**src/rtl/seq_detector_param_if.sv**
```systemverilog
// -----------------------------------------------------------------------------
// seq_detector_param_if
// Bundles the serial-input / control / status signals of seq_detector_param.
//   master : drives x, en, overlap, load, pattern_in, clear; observes y, count,
//            pattern (stream source / controller side)
//   slave  : the detector itself
// Parameters must match the detector instance (PAT_W, CNT_W).
// -----------------------------------------------------------------------------
interface seq_detector_param_if #(
   parameter int PAT_W = 4,
   parameter int CNT_W = 8
);
   logic             x;           // serial data bit
   logic             en;          // x valid this edge
   logic             overlap;     // 1 = overlapping matches
   logic             load;        // latch pattern_in
   logic [PAT_W-1:0] pattern_in;  // bit PAT_W-1 is the oldest bit
   logic             clear;       // clear counter and history
   logic             y;           // registered match flag
   logic [CNT_W-1:0] count;       // saturating match count
   logic [PAT_W-1:0] pattern;     // current pattern register

   modport master (
      output x, en, overlap, load, pattern_in, clear,
      input  y, count, pattern
   );

   modport slave (
      input  x, en, overlap, load, pattern_in, clear,
      output y, count, pattern
   );
endinterface

```
**src/rtl/seq_detector_param.sv**
```systemverilog
// -----------------------------------------------------------------------------
// seq_detector_param
// Serial pattern detector: compares the most recent PAT_W accepted bits against
// a run-time loadable pattern, with selectable overlapping / non-overlapping
// matching and a saturating match counter.
// Ports:
//   clk  : rising-edge clock
//   rst  : asynchronous reset, active low
//   bus  : seq_detector_param_if.slave (x, en, overlap, load, pattern_in, clear
//          in; y, count, pattern out)
// -----------------------------------------------------------------------------
module seq_detector_param #(
   parameter int               PAT_W   = 4,
   parameter int               CNT_W   = 8,
   parameter logic [PAT_W-1:0] RST_PAT = 4'b1011
) (
   input  logic                 clk,
   input  logic                 rst,
   seq_detector_param_if.slave  bus
);

   localparam int             FW   = $clog2(PAT_W + 1);
   localparam logic [FW-1:0]  FULL = FW'(PAT_W);

   // FILLING until PAT_W valid bits are held; the state is derived from fill.
   typedef enum logic {FILLING, ARMED} state_t;

   logic [PAT_W-1:0] hist_q, hist_d;
   logic [FW-1:0]    fill_q, fill_d;
   logic [CNT_W-1:0] cnt_q,  cnt_d;
   logic [PAT_W-1:0] pat_q,  pat_d;
   logic             y_q,    y_d;

   state_t           state;
   logic [PAT_W-1:0] hist_sh;
   logic [FW-1:0]    fill_inc;

   assign state    = (fill_q == FULL) ? ARMED : FILLING;
   assign hist_sh  = {hist_q[PAT_W-2:0], bus.x};
   assign fill_inc = (state == ARMED) ? FULL : fill_q + FW'(1);

   always_ff @(posedge clk or negedge rst) begin
      if (!rst) begin
         hist_q <= '0;
         fill_q <= '0;
         cnt_q  <= '0;
         pat_q  <= RST_PAT;
         y_q    <= 1'b0;
      end else begin
         hist_q <= hist_d;
         fill_q <= fill_d;
         cnt_q  <= cnt_d;
         pat_q  <= pat_d;
         y_q    <= y_d;
      end
   end

   always_comb begin
      hist_d = hist_q;
      fill_d = fill_q;
      cnt_d  = cnt_q;
      pat_d  = pat_q;
      y_d    = 1'b0;

      if (bus.load || bus.clear) begin
         // Either control restarts the fill; the bit on x this edge is dropped.
         fill_d = '0;
         if (bus.load)  pat_d = bus.pattern_in;
         if (bus.clear) begin
            cnt_d  = '0;
            hist_d = '0;
         end
      end else if (bus.en) begin
         hist_d = hist_sh;
         if ((fill_inc == FULL) && (hist_sh == pat_q)) begin
            y_d = 1'b1;
            if (cnt_q != '1) cnt_d = cnt_q + CNT_W'(1);
            // Non-overlapping: the bits of this match may not seed another one.
            fill_d = bus.overlap ? FULL : '0;
         end else begin
            fill_d = fill_inc;
         end
      end
   end

   assign bus.y       = y_q;
   assign bus.count   = cnt_q;
   assign bus.pattern = pat_q;

endmodule

```
**src/flat_wrapper.sv**
```systemverilog
// flat-port wrapper written by rule: the top's interface ports become plain ports
module seq_detector_param_flat 
#(
   parameter int               PAT_W   = 4,
   parameter int               CNT_W   = 8,
   parameter logic [PAT_W-1:0] RST_PAT = 4'b1011
)
  (clk, rst, bus_x, bus_en, bus_overlap, bus_load, bus_pattern_in, bus_clear, bus_y, bus_count, bus_pattern);
  seq_detector_param_if #(.PAT_W(PAT_W), .CNT_W(CNT_W)) bus_i ();
  input  logic clk;
  input  logic rst;
  input wire logic [$bits(bus_i.x)-1:0] bus_x;
  input wire logic [$bits(bus_i.en)-1:0] bus_en;
  input wire logic [$bits(bus_i.overlap)-1:0] bus_overlap;
  input wire logic [$bits(bus_i.load)-1:0] bus_load;
  input wire logic [$bits(bus_i.pattern_in)-1:0] bus_pattern_in;
  input wire logic [$bits(bus_i.clear)-1:0] bus_clear;
  output wire logic [$bits(bus_i.y)-1:0] bus_y;
  output wire logic [$bits(bus_i.count)-1:0] bus_count;
  output wire logic [$bits(bus_i.pattern)-1:0] bus_pattern;
  assign bus_i.x = bus_x;
  assign bus_i.en = bus_en;
  assign bus_i.overlap = bus_overlap;
  assign bus_i.load = bus_load;
  assign bus_i.pattern_in = bus_pattern_in;
  assign bus_i.clear = bus_clear;
  assign bus_y = bus_i.y;
  assign bus_count = bus_i.count;
  assign bus_pattern = bus_i.pattern;
  seq_detector_param #(.PAT_W(PAT_W), .CNT_W(CNT_W), .RST_PAT(RST_PAT)) u_core (.clk(clk), .rst(rst), .bus(bus_i));
endmodule
```
**config.mk**
```make
export PLATFORM = sky130hd
export DESIGN_NAME = seq_detector_param_flat
export DESIGN_NICKNAME = d
export VERILOG_FILES = /design/src/rtl/seq_detector_param_if.sv /design/src/rtl/seq_detector_param.sv /design/src/flat_wrapper.sv
export SDC_FILE = /design/constraint.sdc
export NUM_CORES = 1
export LEC_CHECK = 0
export ABC_AREA = 1
export BUFFER_PORTS_ARGS = -buffer_cell sky130_fd_sc_hd__clkbuf_2
export CAP_MARGIN = 20
export CELL_PAD_IN_SITES_DETAIL_PLACEMENT = 0
export CELL_PAD_IN_SITES_GLOBAL_PLACEMENT = 1
export CORE_MARGIN = 1
export CORE_UTILIZATION = 43
export CTS_BUF_LIST = sky130_fd_sc_hd__clkbuf_2 sky130_fd_sc_hd__clkbuf_4 sky130_fd_sc_hd__clkbuf_8
export CTS_CLUSTER_SIZE = 16
export DETAILED_ROUTE_END_ITERATION = 6
export PLACE_DENSITY_LB_ADDON = 0.1
export SYNTH_ARGS = -nofsm -noshare
export SYNTH_HDL_FRONTEND = slang
export SYNTH_SLANG_ARGS = --single-unit
```
**constraint.sdc**
```tcl
create_clock -name clk -period 3.94 [get_ports clk]
set_input_delay 0.394 -clock clk [delete_from_list [all_inputs] [get_ports clk]]
set_output_delay 0.394 -clock clk [all_outputs]
set_load 0.01 [all_outputs]
```
==> results of run 1 <==
==> worst paths after layout <==
check / cells past startpoint / to / start
max in group asynchronous: 1 / u_core.bus.pattern[1] / rst
min in group clk: 3 / u_core.bus.pattern[3] / bus_pattern_in[3]
hold reg to reg: 2 / u_core.bus.pattern[3] / u_core.bus.pattern[3]
setup / recovery: 8 / u_core.bus.count[3] / u_core.fill_q[0]
setup reg to reg: 8 / u_core.bus.count[3] / u_core.fill_q[0]
hold / removal: 1 / u_core.fill_q[1] / rst
==> cell usage after synthesis <==
library cell / number / area [µm²]
a21oi_1: 2 / 10.0
buf_6: 2 / 22.5
dfrtp_1: 16 / 400
dfstp_2: 3 / 78.8
ha_1: 3 / 37.5
inv_1: 17 / 63.8
inv_2: 1 / 3.75
inv_4: 1 / 6.26
nand2_1: 47 / 176
nand2_2: 3 / 18.8
nand3_1: 5 / 25.0
nand3_2: 1 / 10.0
nand4_1: 8 / 50.1
nor2_1: 15 / 56.3
nor2_2: 2 / 12.5
nor2_4: 1 / 11.3
nor2_8: 1 / 20.0
nor3_1: 2 / 10.0
o21a_1: 1 / 7.51
o21ai_0: 8 / 40.0
o21bai_4: 1 / 18.8
o22ai_1: 4 / 25.0
or2_4: 1 / 8.76
==> critical path: cells and delay by family, from the launching register on <==
family	cells	cell delay (ns)
flip-flops	1	0.39
adder cells (fa/ha/maj)	1	0.25
AND/OR/NAND/NOR	4	0.51
buffers and inverters	1	0.11
AO/OA/AOI/OAI	2	0.45
==> flip-flops by register name, indices dropped and copies added, names as in the netlist <==
register and cells:
u_core.bus.count 8, u_core.bus.y 1, u_core.fill_q 3, u_core.hist_q 3, u_core.bus.pattern 4
==> cell families (layout without fill, tap and decap cells) <==
kind of cell	after synthesis	in the layout	synth area share (%)
DFF	19	19	43.0
buffers and inverters	21	46	8.65
adders and majority gates	3	3	3.37
AOI/OAI and AO/OA	16	16	9.10
and+or+nand+nor	86	86	35.8
==> placed cells by master (no fill, tap or decap), drive strengths merged <==
| master | count |
|---|---|
| o21bai | 1 |
| or2 | 1 |
| o21a | 1 |
| nand3 | 6 |
| nor3 | 2 |
| nand4 | 8 |
| dfstp | 3 |
| inv | 19 |
| o21ai | 8 |
| clkbuf | 27 |
| nor2 | 19 |
| nand2 | 50 |
| o22ai | 4 |
| ha | 3 |
| a21oi | 2 |
| dfrtp | 16 |
==> layout make-up <==
type | instances | area, µm² | share of cell area, %
Multi-Input combinational cell | 105 | 538 | 42.2
Sequential cell | 19 | 479 | 37.6
Timing Repair Buffer | 23 | 115 | 9.04
Inverter | 19 | 73.8 | 5.80
Tap cell | 30 | 37.5 | 2.95
Clock buffer | 4 | 30.0 | 2.36
==> per-stage QoR <==
step | setup WS [ns] | hold WS, ns
2_1_floorplan | 2.36 | 0.0984
3_3_place_gp | 2.20 | 0.374
3_5_place_dp | 2.16 | 0.379
4_1_cts | 2.14 | 0.0333
5_1_grt | 1.98 | 0.0505
6_report | 2.13 | 0.0157
==> power by group through the flow <==
| stage | clock, µW | combinational (µW) | sequential, µW |
|---|---|---|---|
| after CTS | 115 | 56.2 | 210 |
| after detailed placement | 0 | 56.1 | 214 |
| after global routing | 120 | 64.6 | 212 |
| final | 109 | 55.6 | 210 |
| after global placement | 0 | 55.2 | 213 |
| after floorplan | 0 | 33.9 | 216 |
==> per-layer routing <==
layer,GRT usage [%],vias to the layer above,wire [µm]
li1,-,516,-
met1,26.7,439,1100
met2,29.7,18,1010
met3,2.59,3,91
met4,7.89,0,21
met5,0,-,0
==> metrics.md, run 1 <==
| Metric | Value |
|---|---|
| Hold buffers post-CTS | 0 |
| Warnings from Yosys | 0 |
| Hold Crit Class | input port to asynchronous set/reset pin |
| Top cell by count, worst path | nand2_1 |
| Synth Area per Inst | 7.68 µm² |
| Cell total after placement | 196 |
| Row Count | 18 |
| Layout cells sized above 1 | 24.7% |
| Cells after Synth | 145 |
| Sw Share | 27.7% |
| GRT Overall Usage | 19.2% |
| Synth cell types | 23 |
| Seq pwr share | 56.1% |
| Achievable Freq | 0.553 GHz |
| Port bufs | 23 |
| Vias in the first global route | 866 |
| CTS Root Cell | clkbuf_4 |
| Vias | 976 |
| Vias/cell | 4.88 |
| Slew @ Worst Pin | 0.475 ns |
| Initial Utilization | 45.4% |
| Wirelength per Cell | 11.1 µm |
| Crit Path Category | flip-flop to flip-flop |
| Placed inst area | 0.00124 mm² |
| Top Ports | 24 |
| Total chip power | 374 µW |
| Critical path's slowest cell | dfrtp_1 |
| Gp weighted congestion | 0.774 |
| Crit path time final | 1.81 ns |
| Initial antenna violation count | 0 |
| Final period util | 45.9% |
| Total grt overflow | 0 |
| P_sw | 104 µW |
| DRC violations left | 0 |
| Fin cells | 200 |
| Pwr dens | 294 mW/mm² |
| Internal Pwr Total | 271 µW |
| RSZ-0062 raised after global routing | false |
| Finished layout cell area | 0.00127 mm² |
| Buffer depth of the longest clock path | 2 |
| Worst path required time | 4.15 ns |
| Clk slew on worst S/H paths | 0.11 ns |
| H-tree Lvls | 1 |
| VDD IR max | 0.181 mV |
| CORE AREA | 0.00245 mm² |
| TritonCTS clock tree | done |
| Final TNS setup | 0 ns |
| Status | completed |
| Detailed Route WL | 2230 µm |
| Crit. End Element | flip-flop |
| Die Span Y | 52.9 µm |
| Final Setup Violations | 0 |
| Hold Vio Cnt, Final | 0 |
| Syn nets | 159 |
| Gate power share | 14.8% |
| Die Width | 52.9 µm |
| Fin nets | 185 |
| Fill cell count | 263 |
| Crit path max fanout | 9 |
| P&R area growth vs syn | 14.4% |
| DIE AREA | 0.00280 mm² |
| Worst R2R Setup Slack | 2.13 ns |
| Initial DRT Pass Iterations | 4 |
| First-pass GRT wire length | 3860 µm |
| Clock power share | 29.1% |
| Setup crit start kind | flip-flop |
| Max_slew headroom | 68.3% |
| Diodes inserted | 0 |
| Gates resized, CTS repair | 0 |
| TritonCTS Buffers | 3 |
| Cells along the critical path | inv_1, ha_1, o21ai_0, nand2_1, o21bai_4, nand3_2, nand2_1, nand2_1 |
| Post-synthesis register bit count | 19 |
| Skew final | 0.00587 ns |
| CP Data Arrival Time | 2.02 ns |
| # clock sinks | 19 |
| Static leakage | 0.000659 µW |
| Worst skew pair latency | 0.31 ns |
| Post-CTS Setup Bufs | 0 |
| Netlist Area Pre-Place | 0.00111 mm² |
| Starting DRT DRC Count | 25 |
| Post-DP HPWL | 1640 µm |
| Max_cap viols | 0 |
| Largest net degree at the start of global routing | 20 |
| CP max stage delay | 0.39 ns |
| DRT antenna net count | 0 |
| Fin util | 51.9% |
| Final Max Slew Viols | 0 |
| Sequential area share after synthesis | 43.0% |
Power figures use the tool's default switching activity.
==> run 2, diff against run 1 <==
--- a/config.mk
+++ b/config.mk
@@ -11,7 +11,7 @@
 export CELL_PAD_IN_SITES_DETAIL_PLACEMENT = 0
 export CELL_PAD_IN_SITES_GLOBAL_PLACEMENT = 1
 export CORE_MARGIN = 1
-export CORE_UTILIZATION = 43
+export CORE_UTILIZATION = 40
 export CTS_BUF_LIST = sky130_fd_sc_hd__clkbuf_2 sky130_fd_sc_hd__clkbuf_4 sky130_fd_sc_hd__clkbuf_8
 export CTS_CLUSTER_SIZE = 16
 export DETAILED_ROUTE_END_ITERATION = 6
==> constraint.sdc (replaced) <==
create_clock -name clk -period 1.7 [get_ports clk]
set_input_delay 0.17 -clock clk [delete_from_list [all_inputs] [get_ports clk]]
set_output_delay 0.17 -clock clk [all_outputs]
set_load 0.01 [all_outputs]
==> metrics.md, run 2 (synthesis gave the netlist of run 1 again) <==
| Metric | Value |
|---|---|
| Vias | 1018 (+4.3%) |
| CP max stage delay | 0.39 ns (about the same) |
| Vias in the first global route | 916 (+5.8%) |
| RSZ-0062 raised after global routing | false |
| GR met2 Demand/Resource | 32.1% (+2.4 points) |
| Starting DRT DRC Count | 9 (-64%) |
| First-pass GRT wire length | 4200 µm (+8.9%) |
| Crit. End Element | flip-flop |
| RR Endpoint | u_core.bus.count[0] |
| P&R area growth vs syn | 21.2% |
| CP bufs+invs | 1 (unchanged) |
| Top Ports | 24 (unchanged) |
| H-tree Lvls | 1 (unchanged) |
| Row Count | 18 (unchanged) |
| Gp weighted congestion | 0.788 (+1.9%) |
| Wirelength per Cell | 11.9 µm (+7.0%) |
| Finished layout cell area | 0.00135 mm² (+6.0%) |
| Crit path time final | 1.56 ns (-0.250 ns) |
| Top Family by Delay on Critical Path | flip-flops |
| Vias/cell | 4.92 (+0.78%) |
| Post-placement setup slack | 0.0168 ns (-2.15 ns) |
| TritonCTS Buffers | 3 (unchanged) |
| FF-to-FF Start | u_core.fill_q[0] |
| CP Data Arrival Time | 1.75 ns (-0.27 ns) |
| Clock power share | 27.1% (-2.0 points) |
| Fill cell count | 247 (-6.1%) |
| Diodes inserted | 0 (unchanged) |
| DRC violations left | 0 (unchanged) |
| Detailed Route WL | 2470 µm (+11%) |
| Initial Utilization | 43.8% (-1.6 points) |
| Final Max Slew Viols | 0 (unchanged) |
| Met1 track demand over resource | 27.6% (+0.95 points) |
| Worst hold path cell count | 3 |
| Static leakage | 0.000709 µW (+7.6%) |
| Worst skew pair latency | 0.30 ns (about the same) |
| DRT antenna net count | 0 (unchanged) |
| Setup crit start kind | flip-flop |
| Hold_sp | bus_pattern_in[3] |
| Hold Crit Endpoint | u_core.bus.pattern[3] |
| Hold Vio Cnt, Final | 0 (unchanged) |
| Fin util | 53.0% (+1.2 points) |
| TritonCTS clock tree | done |
| Final Setup Violations | 0 (unchanged) |
| Met3 usage | 2.50% (-0.086 points) |
| Cells along the critical path | inv_2, ha_1, o21ai_1, nand2_2, o21bai_4, nand3_4, nand2_1, nand2_1 |
| GRT Overall Usage | 20.2% (+1.0 points) |
| DIE AREA | 0.00300 mm² (+7.2%) |
| Pwr dens | 650 mW/mm² (+120%) |
| Max reg flops | 8 (unchanged) |
| Status | completed |
| Max_slew headroom | 67.1% (-1.2 points) |
| Crit path max fanout | 8 (-1) |
| Crit Path Category | flip-flop to flip-flop |
| Final TNS setup | 0 ns (unchanged) |
| Final worst setup slack | 0.143 ns (-1.99 ns) |
| Hold_ws | 0.0591 ns (+0.0434 ns) |
| Achievable Freq | 0.642 GHz (+16%) |
| Total grt overflow | 0 (unchanged) |
| Skew final | 0.00523 ns (-0.000641 ns) |
| Placed inst area | 0.00128 mm² (+3.0%) |
| Die Span Y | 54.8 µm (+3.5%) |
| Max_cap viols | 0 (unchanged) |
| Layout cells sized above 1 | 29.4% (+4.7 points) |
| Seq pwr share | 55.3% (-0.8 points) |
| Worst R2R Setup Slack | 0.14 ns (-1.99 ns) |
| Port bufs | 23 (unchanged) |
| Worst path required time | 1.90 ns (-2.25 ns) |
| Clk slew on worst S/H paths | 0.12 ns (about the same) |
| Reg2reg path depth | 8 (unchanged) |
| Commonest cells after routing, fill and taps aside | nand2_1, clkbuf_2, inv_1, dfrtp_1, nor2_1 |
| GR peak layer | met2 |
| Gate power share | 17.6% (+2.8 points) |
| Critical path's slowest cell | dfrtp_1 |
| Top cell by count, worst path | nand2_1 |
| Initial antenna violation count | 0 (unchanged) |
| Fin nets | 192 (+3.8%) |
| Largest net degree at the start of global routing | 20 (unchanged) |
| WP depth | 8 (unchanged) |
| Die Width | 54.8 µm (+3.5%) |
| Initial DRT Pass Iterations | 4 (unchanged) |
| Internal Pwr Total | 622 µW (+130%) |
| P_sw | 255 µW (+150%) |
| CTS Root Cell | clkbuf_4 |
| Sw Share | 29.1% (+1.4 points) |
| Slew @ Worst Pin | 0.493 ns (+0.0175 ns) |
| Leading cell type in the layout, fill and taps excluded | nand2_1 |
| Post-DP HPWL | 1790 µm (+9.0%) |
| # clock sinks | 19 (unchanged) |
| Buffer depth of the longest clock path | 2 (unchanged) |
| Final period util | 91.6% (+46 points) |
| VDD IR max | 0.400 mV (+120%) |
| Hold Crit Class | input port to flip-flop |
| CORE AREA | 0.00254 mm² (+3.7%) |
[run 2: cell type report]
type,count,area [µm²],share of cell area (%)
timing repair buffer,30,174,12.9
tap,30,37.5,2.78
multi-input combinational,105,558,41.3
clock buffer,3,22.5,1.67
sequential,19,479,35.5
inverter,19,73.8,5.47
clock inverter,1,5.00,0.371
[run 2: worst max path at each step]
stage	from	endpoint	slack (ns)
final	u_core.fill_q[0]	u_core.bus.count[0]	0.14
after global placement	u_core.fill_q[0]	u_core.bus.count[7]	0.08
after detailed placement	u_core.fill_q[0]	u_core.bus.count[0]	0.02
after global routing	u_core.bus.count[1]	u_core.bus.count[5]	0.005
after CTS	u_core.fill_q[0]	u_core.bus.count[0]	0.02
after floorplan	u_core.fill_q[0]	u_core.bus.count[5]	0.12
[run 2: power by group through the flow]
stage	Clock, µW	Sequential, µW	Combinational (µW)
after floorplan	0	501	78.7
after global placement	0	493	141
after detailed placement	0	493	145
after CTS	244	485	149
after global routing	267	488	175
final	237	485	155
[run 2: per-stage QoR]
stage	instances	power (µW)
3_3_place_gp	201	634
2_1_floorplan	145	579
3_5_place_dp	201	638
6_report	207	877
4_1_cts	206	879
5_1_grt	207	931
[run 2: routing by layer]
| metal | wire, µm | vias up |
|---|---|---|
| met2 | 1120 | 12 |
| met1 | 1270 | 473 |
| met3 | 55 | 2 |
| met4 | 20 | 0 |
| met5 | 0 | - |
| li1 | - | 531 |
[run 2: repair_timing]
| action | in CTS | in global routing |
|---|---|---|
| gates resized for setup | 1 | 7 |
| endpoints found under the setup margin | 1 | 8 |
| endpoints found under the hold margin | 16 | 0 |
| pin swaps | 0 | 3 |
| buffers inserted | 0 | 1 |
| hold buffers | 1 | 0 |
[run 2: tightest hold or removal path, delay by kind of cell]
kind | cells | cell delay [ns]
and+or+nand+nor | 1 | 0.05
buffers and inverters | 1 | 0.08
AOI/OAI and AO/OA | 1 | 0.07
==> run 3, diff against run 2 <==
--- a/config.mk
+++ b/config.mk
@@ -16,6 +16,7 @@
 export CTS_CLUSTER_SIZE = 16
 export DETAILED_ROUTE_END_ITERATION = 6
 export PLACE_DENSITY_LB_ADDON = 0.1
+export RECOVER_POWER = 100
 export SYNTH_ARGS = -nofsm -noshare
 export SYNTH_HDL_FRONTEND = slang
 export SYNTH_SLANG_ARGS = --single-unit
==> metrics.md, run 3 (synthesis gave the netlist of run 1 again) <==
| Metric | Value |
|---|---|
| CP Data Arrival Time | 1.75 ns (about the same) |
| WP depth | 8 (unchanged) |
| Hold Crit Endpoint | u_core.bus.pattern[3] |
| CORE AREA | 0.00254 mm² (unchanged) |
| CP bufs+invs | 1 (unchanged) |
| Leading cell type in the layout, fill and taps excluded | nand2_1 |
| # clock sinks | 19 (unchanged) |
| Buffer depth of the longest clock path | 2 (unchanged) |
| Final Max Slew Viols | 0 (unchanged) |
| Largest net degree at the start of global routing | 20 (unchanged) |
| Slew @ Worst Pin | 1.06 ns (+0.563 ns) |
| DRT antenna net count | 0 (unchanged) |
| Max_slew headroom | 29.6% (-38 points) |
| Critical path's slowest cell | dfrtp_1 |
| Worst hold path cell count | 3 (unchanged) |
| Layout cells sized above 1 | 19.2% (-10 points) |
| First-pass GRT wire length | 4200 µm (unchanged) |
| Setup crit start kind | flip-flop |
| Hold Crit Class | input port to flip-flop |
| Gp weighted congestion | 0.788 (unchanged) |
| Internal Pwr Total | 615 µW (-1.2%) |
| Static leakage | 0.000645 µW (-9.0%) |
| Final period util | 91.0% (-0.55 points) |
| Max_cap viols | 0 (unchanged) |
| CP max stage delay | 0.39 ns (about the same) |
| Top cell by count, worst path | nand2_1 |
| Port bufs | 23 (unchanged) |
| Crit Path Category | flip-flop to flip-flop |
| Reg2reg path depth | 8 (unchanged) |
| Total grt overflow | 0 (unchanged) |
| Starting DRT DRC Count | 13 (+4) |
| Crit path time final | 1.55 ns (-0.00931 ns) |
| Worst R2R Setup Slack | 0.15 ns (about the same) |
| Gate power share | 16.8% (-0.8 points) |
| Top Ports | 24 (unchanged) |
| GRT Overall Usage | 20.2% (unchanged) |
| TritonCTS clock tree | done |
| Hold_sp | bus_pattern_in[3] |
| Total chip power | 862 µW (-1.8%) |
| Diodes inserted | 0 (unchanged) |
| Final Setup Violations | 0 (unchanged) |
| Clock power share | 27.1% (about the same) |
| Die Span Y | 54.8 µm (unchanged) |
| P&R area growth vs syn | 17.4% |
| Row Count | 18 (unchanged) |
| Post-DP HPWL | 1790 µm (unchanged) |
| TritonCTS Buffers | 3 (unchanged) |
| Commonest cells after routing, fill and taps aside | nand2_1, inv_1, nor2_1, dfrtp_1, clkbuf_1 |
| DIE AREA | 0.00300 mm² (unchanged) |
| H-tree Lvls | 1 (unchanged) |
| CTS Root Cell | clkbuf_4 |
| P_sw | 247 µW (-3.1%) |
| Seq pwr share | 56.1% (+0.8 points) |
| Cells along the critical path | inv_2, ha_1, o21ai_1, nand2_2, o21bai_4, nand3_4, nand2_1, nand2_1 |
| Vias | 1028 (+0.98%) |
| Final TNS setup | 0 ns (unchanged) |
| RR Endpoint | u_core.bus.count[0] |
| Skew final | 0.00487 ns (-0.000363 ns) |
| Status | completed |
| Detailed Route WL | 2490 µm (+0.73%) |
| Vias/cell | 4.97 (+0.98%) |
| Hold Vio Cnt, Final | 0 (unchanged) |
| Crit. End Element | flip-flop |
| FF-to-FF Start | u_core.fill_q[0] |
| Top Family by Delay on Critical Path | flip-flops |
| Sw Share | 28.7% (-0.39 points) |
| DRC violations left | 0 (unchanged) |
| RSZ-0062 raised after global routing | false |
| Wirelength per Cell | 12.0 µm (+0.73%) |
| Die Width | 54.8 µm (unchanged) |
| Fill cell count | 261 (+5.7%) |
| Max reg flops | 8 (unchanged) |
| Initial DRT Pass Iterations | 4 (unchanged) |
| Worst path required time | 1.90 ns (about the same) |
| Clk slew on worst S/H paths | 0.12 ns (about the same) |
| Fin nets | 192 (unchanged) |
| Hold_ws | 0.0612 ns (+0.00211 ns) |
| Initial Utilization | 43.8% (unchanged) |
| Worst skew pair latency | 0.30 ns (about the same) |
| Pwr dens | 659 mW/mm² (+1.4%) |
| Achievable Freq | 0.646 GHz (+0.60%) |
| VDD IR max | 0.392 mV (-2.2%) |
| Initial antenna violation count | 0 (unchanged) |
| Crit path max fanout | 8 (unchanged) |
| Vias in the first global route | 916 (unchanged) |
==> run 3: repair_timing <==
item / in CTS / in global routing
hold buffers: 1 / 0
pin swaps: 0 / 3
resized for setup: 1 / 7
buffers inserted: 0 / 1
setup endpoints to repair: 1 / 8
hold endpoints to repair: 16 / 0
==> run 3: routing by layer <==
layer | GRT usage, % | routed length, µm | vias up
li1 | - | - | 530
met1 | 27.6 | 1230 | 474
met2 | 32.1 | 1140 | 22
met3 | 2.50 | 91 | 2
met4 | 7.69 | 20 | 0
met5 | 0 | 0 | -
==> run 3: final cells by class <==
cell class                 instances  area, µm²  share of cell area (%)
timing repair buffer              30        156                    12.0
tap                               30       37.5                    2.87
clock buffer                       3       22.5                    1.72
multi-input combinational        105        534                    40.9
clock inverter                     1       5.00                   0.383
sequential                        19        479                    36.7
inverter                          19       72.6                    5.55
==> run 3: power by group through the flow <==
stage | combinational (µW) | sequential (µW) | clock [µW]
after CTS | 149 | 485 | 244
after floorplan | 78.7 | 501 | 0
after global routing | 164 | 487 | 267
after detailed placement | 145 | 493 | 0
after global placement | 141 | 493 | 0
final | 145 | 483 | 234
==> run 3: worst max path at each step <==
stage	startpoint	to
2_1_floorplan	u_core.fill_q[0]	u_core.bus.count[5]
3_3_place_gp	u_core.fill_q[0]	u_core.bus.count[7]
3_5_place_dp	u_core.fill_q[0]	u_core.bus.count[0]
4_1_cts	u_core.fill_q[0]	u_core.bus.count[0]
5_1_grt	u_core.bus.count[1]	u_core.bus.count[5]
6_report	u_core.fill_q[0]	u_core.bus.count[0]
==> run 3: stage by stage <==
step / instances / utilization [%] / area, µm² / setup slack, ns
detailed placement: 201 / 50.3 / 1280 / 0.0168
global route: 207 / 51.4 / 1310 / 0.00717
CTS: 206 / 52.1 / 1330 / 0.0162
finish: 207 / 51.4 / 1310 / 0.152
global placement: 201 / 50.3 / 1280 / 0.0754
floorplan: 145 / - / 1110 / 0.116
==> run 3: worst min-delay path: stages <==
cell,delay (ns)
clkbuf_2,0.08
nand2_1,0.05
o21ai_0,0.07
